**src/rtl/audio_pwm_dac.sv**
```systemverilog
// Audio PWM DAC: sample FIFO, sample-rate timer and PWM carrier driving the aud_pwm pin.
// Define AUDIO_SIGMA_DELTA_EN to replace the PWM comparator with a first-order sigma-delta.
module audio_pwm_dac #(
    parameter int unsigned CPU_CLOCK_FREQ = 100_000_000,
    parameter int unsigned SAMPLE_RATE    = 48_000,
    parameter int unsigned PWM_BITS       = 10,
    parameter int unsigned DEPTH          = 16
) (
    input  logic                      clk,
    input  logic                      rst_n,
    input  logic                      enable,
    input  logic [PWM_BITS-1:0]       sample_data,
    input  logic                      sample_valid,
    output logic                      sample_ready,
    input  logic                      clear_underflow,
    output logic [$clog2(DEPTH):0]    fifo_count,
    output logic                      underflow,
    output logic                      pwm_out
);

    localparam int unsigned SAMPLE_PERIOD = CPU_CLOCK_FREQ / SAMPLE_RATE;
    localparam int unsigned AW = $clog2(DEPTH);
    localparam int unsigned CW = AW + 1;
    localparam int unsigned TW = (SAMPLE_PERIOD > 1) ? $clog2(SAMPLE_PERIOD) : 1;
    localparam logic [TW-1:0]       TIMER_MAX  = TW'(SAMPLE_PERIOD - 1);
    localparam logic [CW-1:0]       FULL_COUNT = CW'(DEPTH);
    localparam logic [PWM_BITS-1:0] CNT_MAX    = '1;

    logic [PWM_BITS-1:0] mem [DEPTH];
    logic [AW-1:0]       wr_ptr_q, wr_ptr_d;
    logic [AW-1:0]       rd_ptr_q, rd_ptr_d;
    logic [CW-1:0]       count_q, count_d;
    logic [TW-1:0]       timer_q, timer_d;
    logic [PWM_BITS-1:0] cur_q, cur_d;
    logic [PWM_BITS-1:0] duty_q, duty_d;
    logic [PWM_BITS-1:0] cnt_q, cnt_d;
    logic                underflow_q, underflow_d;
    logic                pwm_q, pwm_d;
    logic                full, empty, push, pop, tick;

`ifdef AUDIO_SIGMA_DELTA_EN
    logic [PWM_BITS:0]   acc_q, acc_d;
`endif

    always_comb begin
        full  = (count_q == FULL_COUNT);
        empty = (count_q == '0);
        // Readiness is taken before any pop, so a full FIFO refuses even on a tick.
        push  = sample_valid && !full;
        tick  = enable && (timer_q == TIMER_MAX);
        pop   = tick && !empty;

        wr_ptr_d = push ? wr_ptr_q + AW'(1) : wr_ptr_q;
        rd_ptr_d = pop ? rd_ptr_q + AW'(1) : rd_ptr_q;

        count_d = count_q;
        case ({push, pop})
            2'b10:   count_d = count_q + CW'(1);
            2'b01:   count_d = count_q - CW'(1);
            default: count_d = count_q;
        endcase

        timer_d = (!enable || tick) ? '0 : timer_q + TW'(1);
        cur_d   = pop ? mem[rd_ptr_q] : cur_q;

        underflow_d = underflow_q;
        if (tick && empty) begin
            underflow_d = 1'b1;
        end else if (clear_underflow) begin
            underflow_d = 1'b0;
        end

        cnt_d = enable ? cnt_q + PWM_BITS'(1) : '0;
        // Tracking the sample while idle makes the first period after re-enable use it.
        duty_d = (!enable || (cnt_q == CNT_MAX)) ? cur_q : duty_q;

`ifdef AUDIO_SIGMA_DELTA_EN
        acc_d = enable ? ({1'b0, acc_q[PWM_BITS-1:0]} + {1'b0, duty_q}) : '0;
        pwm_d = acc_d[PWM_BITS];
`else
        pwm_d = enable && (cnt_q < duty_q);
`endif
    end

    always_ff @(posedge clk) begin
        if (push) begin
            mem[wr_ptr_q] <= sample_data;
        end
    end

    always_ff @(posedge clk or negedge rst_n) begin
        if (!rst_n) begin
            wr_ptr_q    <= '0;
            rd_ptr_q    <= '0;
            count_q     <= '0;
            timer_q     <= '0;
            cur_q       <= '0;
            duty_q      <= '0;
            cnt_q       <= '0;
            underflow_q <= 1'b0;
            pwm_q       <= 1'b0;
        end else begin
            wr_ptr_q    <= wr_ptr_d;
            rd_ptr_q    <= rd_ptr_d;
            count_q     <= count_d;
            timer_q     <= timer_d;
            cur_q       <= cur_d;
            duty_q      <= duty_d;
            cnt_q       <= cnt_d;
            underflow_q <= underflow_d;
            pwm_q       <= pwm_d;
        end
    end

`ifdef AUDIO_SIGMA_DELTA_EN
    always_ff @(posedge clk or negedge rst_n) begin
        if (!rst_n) begin
            acc_q <= '0;
        end else begin
            acc_q <= acc_d;
        end
    end
`endif

    assign sample_ready = !full;
    assign fifo_count   = count_q;
    assign underflow    = underflow_q;
    assign pwm_out      = pwm_q;

endmodule

```
**config.mk**
```make
export PLATFORM = sky130hd
export DESIGN_NAME = audio_pwm_dac
export DESIGN_NICKNAME = d
export VERILOG_FILES = /design/src/rtl/audio_pwm_dac.sv
export SDC_FILE = /design/constraint.sdc
export NUM_CORES = 1
export LEC_CHECK = 0
export BUFFER_PORTS_ARGS = -buffer_cell sky130_fd_sc_hd__buf_2
export CORE_ASPECT_RATIO = 0.75
export CORE_MARGIN = 2
export CORE_UTILIZATION = 67
export CTS_CLUSTER_SIZE = 14
export DETAILED_ROUTE_END_ITERATION = 10
export PLACE_DENSITY = 0.85
export SKIP_CTS_REPAIR_TIMING = 1
export SLEW_MARGIN = 20
export SYNTH_ARGS = -nofsm -noshare
export SYNTH_HDL_FRONTEND = slang
export SYNTH_SLANG_ARGS = --single-unit
```
**constraint.sdc**
```tcl
create_clock -name clk -period 4.7 [get_ports clk]
set_clock_uncertainty 0.2 [all_clocks]
set_input_delay 0.705 -clock clk [delete_from_list [all_inputs] [get_ports clk]]
set_output_delay 0.705 -clock clk [all_outputs]
set_load 0.005 [all_outputs]
```
==> flow_summary.yaml <==
outcome:
  outcome: "finished, final reports clean"
sta:
  max_freq_ghz: 0.301
  fin_crit_ns: 3.32
  setup-tns-final_ns: 0
  period_share_pct: 70.7
  max_slew_margin_pct: 22.5
  rsz0062_at_grt: "no"
  fin_hold_ws_ns: 0.135
  tightestPinTransition_ns: 1.16
  hold_violations: 0
  finalSetupViolations: 0
  drv_slew: 0
floorplan:
  io-pin-count: 23
  rows: 36
  die_w_um: 138
  die_area_mm2: 0.0144
  die_h_um: 104
  coreArea_mm2: 0.0131
  start_util_pct: 68.9
pwr:
  leakage_nw: 3.55
  powerDensity_mw_per_mm2: 439
  vdd_ir_drop_max_v: 0.000375
  finalPower_w: 0.00436
detailed_routing:
  num_vias: 4754
  routed_wl_mm: 17.6
  antenna_left: 0
  dr.pass1.iters: 6
  drc_errors: 0
  wl_per_cell_um: 23.5
  vias_per_cell: 6.36
  initialDrtViolationCount: 474
yosys:
  syn_inst: 534
  async_flop_share_pct: 26.3
  ys_types: 43
  yosys_warnings: 0
  syn_nets: 571
  synth_top_flop_cell: "edfxtp_1"
  synth_area_mm2: 0.00900
  syn_area_per_cell_um2: 16.9
  ys_seq_area_share_pct: 69.2
  synth-edff-count: 160
  ys_ff_latch: 217
placed_design:
  placed_cell_area_mm2: 0.00928
  portBuffers: 22
  place_congestion: 0.827
  dp_hpwl_mm: 10.7
clocking:
  cts_sinks: 217
  cts_tree: "built"
  clock_latency_ns: 0.50
  cts-root-buf: "clkbuf_16"
  h-tree-depth: 1
  clk_pin_slew_ns: 0.06
  cts_buffers: 21
  max-clock-path-buffers: 3
cells_and_area:
  layout-drive-gt1-share_pct: 18.2
  finalInstanceArea_mm2: 0.00993
  finalNetCount: 602
  antennaDiodeCount: 0
  n_fill_cell: 730
  area_delta_synth_final_pct: 10.3
critical_path:
  path_class: "register to register"
  r2r_cells: 13
  startpoint_type: "register"
  r2r-end: "fifo_count[4]"
  worstPathRequired_ns: 4.88
  rrSetupSlack_ns: 1.38
  rr_startpoint: "timer_q[0]"
  critPathArrivalTime_ns: 3.51
  crit_fanout: 5
  critPathCaptureType: "register"
global_route:
  grt_usage_pct: 26.3
  grt_first_pass_wirelength_mm: 27.5
  overflow: 0
  grt_pass1_vias: 4907
  antenna_found_initial: 0
  grt_max_degree: 58
run:
  drv_cap: 0
worst_hold_path:
  worstHoldPathType: "input pin to asynchronous set/reset pin"
==> per-stage QoR <==
stage | instances | utilization [%] | setup slack, ns
floorplan | 534 | - | 1.63
global placement | 713 | 71.0 | 1.52
detailed placement | 713 | 71.0 | 1.42
CTS | 748 | 75.9 | 1.37
global route | 748 | 76.0 | 1.14
finish | 748 | 76.0 | 1.38
==> worst max-delay path by stage <==
stage | endpoint | slack (ns) | from
2_1_floorplan | fifo_count[4] | 1.63 | fifo_count[1]
3_3_place_gp | fifo_count[4] | 1.52 | timer_q[0]
3_5_place_dp | fifo_count[4] | 1.42 | timer_q[0]
4_1_cts | fifo_count[4] | 1.37 | timer_q[0]
5_1_grt | fifo_count[4] | 1.14 | fifo_count[0]
6_report | fifo_count[4] | 1.38 | timer_q[0]
==> synth_stat cells (all sizes together) (4+ instances only) <==
cell | count | area (µm²)
and2 | 8 | 50.1
edfxtp | 160 | 4800
o21ai | 18 | 93.8
a221o | 10 | 100
dfrtp | 57 | 1430
or3 | 4 | 25.0
ha | 21 | 263
and3 | 4 | 25.0
clkbuf | 10 | 37.5
nand3 | 12 | 60.1
mux2i | 10 | 100
nand4 | 7 | 43.8
nand2 | 28 | 105
mux4 | 40 | 950
nor3 | 6 | 30.0
xnor2 | 19 | 166
inv | 19 | 71.3
xor2 | 7 | 61.3
buf | 13 | 80.1
nor2b | 4 | 25.0
mux2 | 11 | 124
a21oi | 5 | 25.0
nor2 | 39 | 146
==> where the power goes <==
group | internal, W | total, W | switching [W]
clock | 0.000924 | 0.00160 | 0.000672
combinational | 0.000146 | 0.000420 | 0.000274
sequential | 0.00225 | 0.00234 | 0.0000967
total | 0.00332 | 0.00436 | 0.00104
==> sequential cells by signal, indices dropped and copies added, names as in the netlist <==
| name | flops |
|---|---|
| mem | 160 |
| timer_q | 12 |
| cnt_q | 10 |
| cur_q | 10 |
| duty_q | 10 |
| fifo_count | 5 |
| rd_ptr_q | 4 |
| wr_ptr_q | 4 |
| pwm_out | 1 |
| underflow | 1 |
==> critical path, stage by stage (launching register included) <==
cell and delay [ns]:
dfrtp_1 0.41, inv_1 0.07, ha_1 0.16, nor4bb_1 0.31, nand3_1 0.14, nor3b_1 0.22
ha_1 0.27, inv_1 0.11, fa_1 0.42, nor2b_1 0.12, o21ai_0 0.11, nand3_1 0.10
or3b_2 0.45, xnor2_1 0.14
==> layout make-up <==
cell class / instances / area [µm²] / share of cell area (%)
repair buffers: 31 / 178 / 1.79
multi-input cells: 275 / 2590 / 26.1
clock inverters: 12 / 110 / 1.11
clock buffers: 23 / 533 / 5.37
flip-flops and latches: 217 / 6230 / 62.8
well taps: 171 / 214 / 2.16
inverters: 19 / 71.3 / 0.718
==> layer usage <==
| layer | part of all wire [%] | track usage [%] | up-vias | routed length, µm |
|---|---|---|---|---|
| li1 | - | - | 2100 | - |
| met1 | 41 | 36.3 | 2435 | 7170 |
| met2 | 50 | 43.2 | 180 | 8760 |
| met3 | 6.6 | 4.73 | 39 | 1160 |
| met4 | 2.8 | 8.45 | 0 | 500 |
| met5 | 0 | 0 | - | 0 |
==> cells in the final DEF, fill, tap and decap left out, types with 5 or more instances in the layout <==
cell / n
mux4_1: 13
inv_1: 19
o21ai_0: 17
dfrtp_1: 56
nor3_1: 6
nand3_1: 12
mux4_2: 27
and2_1: 8
clkinv_1: 6
a21oi_1: 5
mux2i_1: 10
a221o_1: 10
xor2_1: 7
mux2_2: 11
buf_4: 9
buf_2: 22
ha_1: 21
xnor2_1: 19
nand4_1: 7
nor2_1: 35
nand2_1: 28
edfxtp_1: 160
clkbuf_16: 21
==> cells by family (layout without fill, tap and decap cells) <==
group                    count (synthesis)  count (layout)  synth area share [%]
adder cells (fa/ha/maj)                 22              22                  3.14
multiplexers                            61              61                  13.0
buffers and inverters                   42              85                  2.10
flip-flops                             217             217                  69.2
XOR/XNOR                                26              26                  2.53
AND/OR/NAND/NOR                        127             127                  7.03
AO/OA/AOI/OAI                           39              39                  2.92
Note: power is estimated with default switching activity, not from simulation.
